**config.mk**
```make
export PLATFORM = sky130hd
export DESIGN_NAME = incline_mon
export DESIGN_NICKNAME = d
export VERILOG_FILES = /design/src/rtl/incline_mon.sv
export SDC_FILE = /design/constraint.sdc
export NUM_CORES = 1
export LEC_CHECK = 0
export BUFFER_PORTS_ARGS = -buffer_cell sky130_fd_sc_hd__buf_2
export CAP_MARGIN = 10
export CORE_ASPECT_RATIO = 1.25
export CORE_UTILIZATION = 55
export CTS_CLUSTER_DIAMETER = 200
export CTS_CLUSTER_SIZE = 28
export DETAILED_ROUTE_END_ITERATION = 16
export GPL_TIMING_DRIVEN = 0
export PLACE_DENSITY_LB_ADDON = 0.15
export SLEW_MARGIN = 10
export SYNTH_ARGS = -nofsm -noshare
export SYNTH_HDL_FRONTEND = slang
export SYNTH_SLANG_ARGS = --single-unit
```
**constraint.sdc**
```tcl
create_clock -name clk -period 6.3 [get_ports clk]
set_input_delay 0.315 -clock clk [delete_from_list [all_inputs] [get_ports clk]]
set_output_delay 0.315 -clock clk [all_outputs]
set_load 0.01 [all_outputs]
```
**src/rtl/incline_mon.sv**
```systemverilog
// Incline display monitor: picks live, block-average or peak-hold incline, scales it,
// optionally saturates to the LED width, and registers it with an update strobe.
module incline_mon #(
    parameter int IN_W     = 13,
    parameter int LED_W    = 8,
    parameter int SHIFT    = 1,
    parameter int AVG_LOG2 = 2,
    parameter bit SAT      = 1'b1
) (
    input  logic                   clk,
    input  logic                   rst,
    input  logic                   vld,
    input  logic signed [IN_W-1:0] incline,
    input  logic [1:0]             mode,
    input  logic                   clr,
    output logic [LED_W-1:0]       LED,
    output logic                   led_vld,
    output logic                   sat
);

    typedef enum logic [1:0] {
        MODE_LIVE = 2'd0,
        MODE_AVG  = 2'd1,
        MODE_MAX  = 2'd2,
        MODE_MIN  = 2'd3
    } mode_e;

    localparam int SUM_W = IN_W + AVG_LOG2;
    localparam int CNT_W = (AVG_LOG2 > 0) ? AVG_LOG2 : 1;
    // Wide enough that shifted samples never wrap before the clamp compare.
    localparam int CW    = IN_W + LED_W + 1;
    localparam logic signed [CW-1:0] LED_MAX = (CW'(1) <<< (LED_W - 1)) - CW'(1);
    localparam logic signed [CW-1:0] LED_MIN = ~LED_MAX;

    mode_e                   mode_s;
    logic signed [SUM_W-1:0] sum_q, sum_d, sum_nx;
    logic [CNT_W-1:0]        cnt_q, cnt_d;
    logic                    win_last, win_done;
    logic signed [IN_W-1:0]  avg_new;
    logic signed [IN_W-1:0]  max_q, max_d, min_q, min_d;
    logic                    empty_q, empty_d;
    logic signed [IN_W-1:0]  v;
    logic                    upd;
    logic signed [CW-1:0]    s;
    logic [LED_W-1:0]        led_q, led_d;
    logic                    sat_q, sat_d;
    logic                    led_vld_q;

    assign mode_s = mode_e'(mode);

    always_comb begin
        sum_nx   = sum_q + SUM_W'(incline);
        win_last = (AVG_LOG2 == 0) || (cnt_q == '1);
        avg_new  = IN_W'(sum_nx >>> AVG_LOG2);
        sum_d    = sum_q;
        cnt_d    = cnt_q;
        win_done = 1'b0;
        if (vld) begin
            if (win_last) begin
                sum_d    = '0;
                cnt_d    = '0;
                win_done = 1'b1;
            end else begin
                sum_d = sum_nx;
                cnt_d = cnt_q + CNT_W'(1);
            end
        end
    end

    // A sample arriving with clr reloads the peaks from that sample.
    always_comb begin
        max_d   = max_q;
        min_d   = min_q;
        empty_d = empty_q;
        if (vld) begin
            if (empty_q || clr) begin
                max_d = incline;
                min_d = incline;
            end else begin
                if (incline > max_q) max_d = incline;
                if (incline < min_q) min_d = incline;
            end
            empty_d = 1'b0;
        end else if (clr) begin
            empty_d = 1'b1;
        end
    end

    always_comb begin
        v   = incline;
        upd = 1'b0;
        unique case (mode_s)
            MODE_LIVE: begin v = incline; upd = vld;      end
            MODE_AVG:  begin v = avg_new; upd = win_done; end
            MODE_MAX:  begin v = max_d;   upd = vld;      end
            MODE_MIN:  begin v = min_d;   upd = vld;      end
            default:   begin v = incline; upd = 1'b0;     end
        endcase
    end

    always_comb begin
        s     = CW'(v) >>> SHIFT;
        led_d = s[LED_W-1:0];
        sat_d = 1'b0;
        if (SAT) begin
            if (s > LED_MAX) begin
                led_d = {1'b0, {(LED_W-1){1'b1}}};
                sat_d = 1'b1;
            end else if (s < LED_MIN) begin
                led_d = {1'b1, {(LED_W-1){1'b0}}};
                sat_d = 1'b1;
            end
        end
    end

    always_ff @(posedge clk) begin
        if (rst) begin
            sum_q     <= '0;
            cnt_q     <= '0;
            max_q     <= '0;
            min_q     <= '0;
            empty_q   <= 1'b1;
            led_q     <= '0;
            sat_q     <= 1'b0;
            led_vld_q <= 1'b0;
        end else begin
            sum_q     <= sum_d;
            cnt_q     <= cnt_d;
            max_q     <= max_d;
            min_q     <= min_d;
            empty_q   <= empty_d;
            led_vld_q <= upd;
            if (upd) begin
                led_q <= led_d;
                sat_q <= sat_d;
            end
        end
    end

    assign LED     = led_q;
    assign led_vld = led_vld_q;
    assign sat     = sat_q;

endmodule
```
Yosys cells after proc, flatten, opt, wreduce, memory -nomap -nowiden
Cells that the tools add are included.

operators by class
  $add $sub $neg = 2
  magnitude comparators = 4
  eq/ne operators = 4
  mux-type cells = 18
  reduce and logical (&&, ||, !) cells = 4

operators by type and width
  operator               number
  $mux W13               6
  $pmux W13 S4           1
  $mux W8                2
  $add A15 B13 Y15       1
  $mux W15               1
  $gt A13 B13 Y1         1
  $lt A13 B13 Y1         1
  $gt A12 B8 Y1 const B  1
  $lt A12 B8 Y1 const B  1
  $eq A2 B2 Y1 const B   3
  $mux W1                6
  $reduce_or A3 Y1       1
  $add A2 B1 Y2 const B  1
  $eq A2 B1 Y1 const B   1
  $logic_not A2 Y1       1
  $mux W2                1
  $pmux W1 S2            1
  $reduce_bool A2 Y1     1
  $logic_or A1 B1 Y1     1

word-level totals
  bits in registers = 54
  input port bits = 19
  output and inout port bits = 10

Logic depth before layout (Yosys ltp)
  word-level depth = 8
  depth in mapped cells = 14
  gate-level depth less buffers = 12

Worst setup path after synthesis
Ideal clock, no wire load.

  kind = input to register
  from = input incline[0]
  to = register sat_q, in the netlist sat
  arrival = 2.929 ns
  slack = 3.286 ns
  stages = 12
  path buffers = 0
  cell sequence = ha_1 > fa_1 > a211oi_1 > o21bai_1 > o2111a_1 > o21ai_0 > a21o_1 > nand2_1 > a311o_1 > nor3b_1 > o21bai_1 > a211oi_1

between the ends
  cells in the longest elaborated chain, start to end = 8
  elaborated cells between the ends (all ways) = 14
  those cells by class = 1 x add/sub; 4 x order compare; 9 x mux

ends and longest elaborated chain
  what                                                     RTL line  RTL
  start: declaration                                       13        input logic signed [IN_W-1:0] incline,
  $lt A13 B13 Y1 / $gt A13 B13 Y1 (equally long branches)  81, 80
  $mux W13, on equally long branches                       81, 80
  $mux W13                                                 76        if (empty_q || clr) begin
  $mux W13                                                 75        if (vld) begin
  $pmux W13 S4 (*)                                         92        unique case (mode_s)
  $lt A12 B8 Y1                                            109       end else if (s < LED_MIN) begin
  $mux W1                                                  109
  $mux W1 (*)                                              106       if (s > LED_MAX) begin
  end signal: assignment                                   135       sat_q <= sat_d;
  end: declaration                                         46        logic sat_q, sat_d;

Every way passes the cells marked *; elsewhere a longest branch is shown, timed or not.
A chain may end at the register's enable or synchronous reset.

Worst setup path after layout
  from = register sum_q[0]
  to = register led_q[3], in the netlist LED[3]

between the ends
  cells in the longest elaborated chain, start to end = 5
  elaborated cells between the ends (all ways) = 6
  those cells by class = 1 x add/sub; 2 x order compare; 3 x mux

ends and longest elaborated chain
  what                      RTL line  RTL
  start: declaration        36        logic signed [SUM_W-1:0] sum_q, sum_d, sum_nx;
  start signal: assignment  127       sum_q <= sum_d;
  $add A15 B13 Y15 (*)      52        sum_nx = sum_q + SUM_W'(incline);
  $pmux W13 S4 (*)          92
  $lt A12 B8 Y1             109
  $mux W8                   109
  $mux W8 (*)               106
  end signal: assignment    134       led_q <= led_d;
  end: declaration          45        logic [LED_W-1:0] led_q, led_d;

Marks and branches as above.

==> results.txt <==
----------------------------------------------------
[Outcome]
  Run status ... finished, final reports clean

[Routing]
  Wire per inst ... about 18 um
  WL final ... 10800 um
  Number of vias after detailed routing ... 3799
  Starting DRC count in detailed routing ... 210
  Total iterations of the first detailed-routing run ... 4
  Residual DRC count ... 0
  Antenna viol nets, final ... 0
  Per-cell via count in the routed design ... 6.19

[Placed design]
  Detail Placement HPWL ... 8350 um
  Port bufs ... 26
  Final GP Congestion ... 0.955

[Worst setup path]
  Data required time at the worst endpoint ... 6480 ps
  Top delay family on crit path ... compound AO/OA/AOI/OAI gates
  Crit path buf inv count ... 0
  Highest-delay cell along the critical path ... nor4b_1
  Worst flop-to-flop path startpoint ... sum_q[0]
  Type of origin of the critical path ... flop
  Ordered cell list for the critical path ... ha_1 -> fa_1 -> a211oi_1 -> o21bai_1 -> o2111ai_1 -> a211oi_1 -> nor4b_1 -> a2111oi_4 -> nor4_2 -> a21oi_1 -> nor2_4 -> a211oi_2
  Arr. time, crit path ... approximately 3700 ps
  Crit-path max FO ... 7
  Critical Path End Type ... flop
  Launching element of the worst setup path ... sum_q[0]
  Crit path top cell by count ... a211oi_1
  Classification of the worst setup path ... reg -> reg
  Maximum cell stage delay along the critical path ... about 550 ps

[Floorplan]
  Total number of placement rows ... 34
  Die ar. ... 7550 um^2
  Effective utilization at floorplan ... a little under three fifths
  Top-level I/O count ... 29
  Die boundary width ... 77.9 um
  CORE AREA ... about 7000 um^2
  Die height ... 96.9 um

[Yosys]
  Synthesized Nets ... 550
  Primary flip-flop cell chosen by synthesis mapping ... dfxtp_1
  Post-synthesis cell type count ... 60
  Post-synthesis average cell area ... 8.08 um^2
  Yosys warnings ... 0
  Sequential area share after synthesis ... 27.3%
  Synthesized instance count ... 490
  Proportion of register bits with asynchronous set or reset after synthesis ... 0%
  Flip-flop and latch count after synthesis ... 54
  Post-synthesis cell area ... 3960 um^2
  Number of enable-type register cells in the synthesized netlist ... 0

[Cells and area]
  Number of nets at the end of the flow ... around 580
  Post-Route Utilization ... between 60% and 70%
  Number of antenna repair diodes ... 0
  Share of post-route cells with drive strength above 1 ... 11.6%
  Relative area change from synthesis to final layout ... 8.50%

[Power and ir drop]
  Overall power of the completed layout ... 0.000965 W
  Maximum VDD drop ... about 0.11 mV
  Leakage power ... roughly 1.8 nW
  Power density of the placed cells ... about 220 nW/um^2

[Global routing]
  Vias in the first global route ... roughly 3600
  Total routing usage reported by global routing ... ~30%
  Largest net degree at the start of global routing ... 19
  Initial antenna violation count ... 0
  Global-route wire length before repair ... 17400 um
  Remaining global-route overflow ... 0

[Clocking]
  Count of instances resized after the clock tree is built ... 0
  Clock Pin Slew Worst Setup and Hold Paths ... ~110 ps
  H-tree Lvls ... 2
  Buffer levels on the longest clock path ... 2
  Clock tree root driver cell ... clkbuf_8
  Number of clock buffers inserted by TritonCTS ... 5
  Hold buffers post-CTS ... 0
  Number of buffers inserted by post-CTS setup repair ... 0
  Sink count of the clock tree ... 54
  Worst skew pair latency ... 320 ps
  CTS tree ... yes

[Hold path]
  Path class of the lowest-slack min-delay path ... in -> reg
  Worst hold start ... incline[0]

[Timing]
  Maximum achievable frequency ... 286 MHz
  Final-report max-slew violation count ... 0
  Setup Viol. Count Final ... 0
  Tightest Pin Transition ... 839 ps
  Period utilization ... 55.6%
  Min Tclk post-route ... roughly 3500 ps
  Setup repair after global routing missed its margin ... false
  Final hold slack ... 327 ps
  Remaining max-slew budget at the tightest pin ... 43.9%
  Accumulated negative setup slack ... 0 ps
  Number of hold violations in the final report ... 0
  Final worst clock skew ... around 13 ps

[Run]
  Max_cap viols ... 0

----------------------------------------------------
==> final cells by class <==
class                   instances  area (um^2)
plain buffers                  21         86.3
clock buffers                   5         68.8
clock inverters                 3         25.0
fillers                       672         2680
inverters                      34          128
multi-input cells             381         2670
flip-flops and latches         54         1080
well taps                      90          113
repair buffers                 26          130
==> routing by layer <==
layer	track usage (%)	vias up	routed length, um
li1	-	1852	-
met1	35.6	1768	4480
met2	51.2	146	5200
met3	3.68	33	636
met4	14.5	0	458
met5	0	-	0
==> state kept, by name, summed over array words and instances (netlist names), named ones only <==
signal   cells
sat          1
empty_q      1
sum_q       15
LED          8
min_q       12
cnt_q        2
max_q       12
led_vld      1
==> tightest hold or removal path: stages <==
cell	delay [ps]
buf_2	140
mux2i_1	80
nor2_1	70
==> Yosys cell counts (2+ instances only) <==
library cell	count	area, um^2
a211oi_1	5	37.5
ha_1	40	500
a21o_1	7	52.6
xor2_1	5	43.8
inv_1	34	128
o2111a_1	2	22.5
a311oi_1	3	26.3
nand2b_1	4	25.0
xnor2_1	7	61.3
a21oi_1	46	230
o21ai_0	13	65.1
o2111ai_1	3	26.3
nand2_1	27	101
a2111oi_0	2	17.5
o31ai_1	3	22.5
a31oi_4	2	42.5
a211oi_2	9	113
nand4_1	5	31.3
mux2i_1	15	150
o211ai_1	11	82.6
nor3_1	4	20.0
clkbuf_1	17	63.8
or3_1	2	12.5
nand3_1	10	50.1
nand3b_1	2	15.0
and3_1	2	12.5
dfxtp_1	54	1080
o21bai_1	3	22.5
a22oi_1	14	105
or2_2	3	18.8
nor3b_1	3	22.5
buf_1	3	11.3
nor4_1	2	12.5
nor2_1	87	327
a211o_1	6	52.6
nor4b_1	2	17.5
a31oi_1	3	18.8
o22ai_1	8	50.1
==> power by group <==
group          internal, W  switching, W  leakage, nW  total (W)
Clock            0.0000808      0.000133       0.0447   0.000213
Sequential        0.000374     0.0000201        0.446   0.000394
Combinational     0.000142      0.000216         1.31   0.000357
==> final timing paths <==
| kind | end | slack, ps | cells past startpoint |
|---|---|---|---|
| max | LED[3] | 2800 | 12 |
| min | flop | 330 | 3 |
| max reg2reg | LED[3] | 2800 | 12 |
| min reg2reg | sum_q[10] | 480 | 2 |
==> per-stage QoR <==
stage	setup slack, ps	instance area, um^2	std cells
final	2800	4300	614
after CTS	2790	4300	614
after floorplan	3290	3960	490
after global routing	2470	4300	614
after detailed placement	2640	4200	606
after global placement	2660	4200	606
==> placed cells by master, fill, tap and decap left out, types with 4 or more instances in the layout <==
cell | netlist | layout
nand3_1 | 10 | 10
nand4_1 | 5 | 5
mux2i_1 | 15 | 15
a211oi_2 | 9 | 9
a22oi_1 | 14 | 14
a21o_1 | 7 | 7
xnor2_1 | 7 | 7
clkbuf_8 | 0 | 5
o21ai_0 | 13 | 13
a21oi_1 | 46 | 46
ha_1 | 40 | 40
inv_1 | 34 | 34
o22ai_1 | 8 | 8
nor3_1 | 4 | 4
nor2_1 | 87 | 87
buf_2 | 0 | 26
clkbuf_1 | 17 | 17
nand2b_1 | 4 | 4
nand2_1 | 27 | 27
o211ai_1 | 11 | 11
a211o_1 | 6 | 6
a211oi_1 | 5 | 5
dfxtp_1 | 54 | 54
xor2_1 | 5 | 5
==> cell families (layout without fill, tap and decap cells) <==
| kind of cell | Yosys count | in the layout | synth area share, % |
|---|---|---|---|
| AO/OA/AOI/OAI | 153 | 153 | 29.3 |
| buffers and inverters | 55 | 89 | 5.40 |
| AND/OR/NAND/NOR | 160 | 160 | 18.5 |
| flip-flops | 54 | 54 | 27.3 |
| XOR/XNOR | 12 | 12 | 2.65 |
| multiplexers | 15 | 15 | 3.79 |
| adder cells (fa/ha/maj) | 41 | 41 | 13.1 |
No activity file was read; power rests on OpenSTA's default activity.
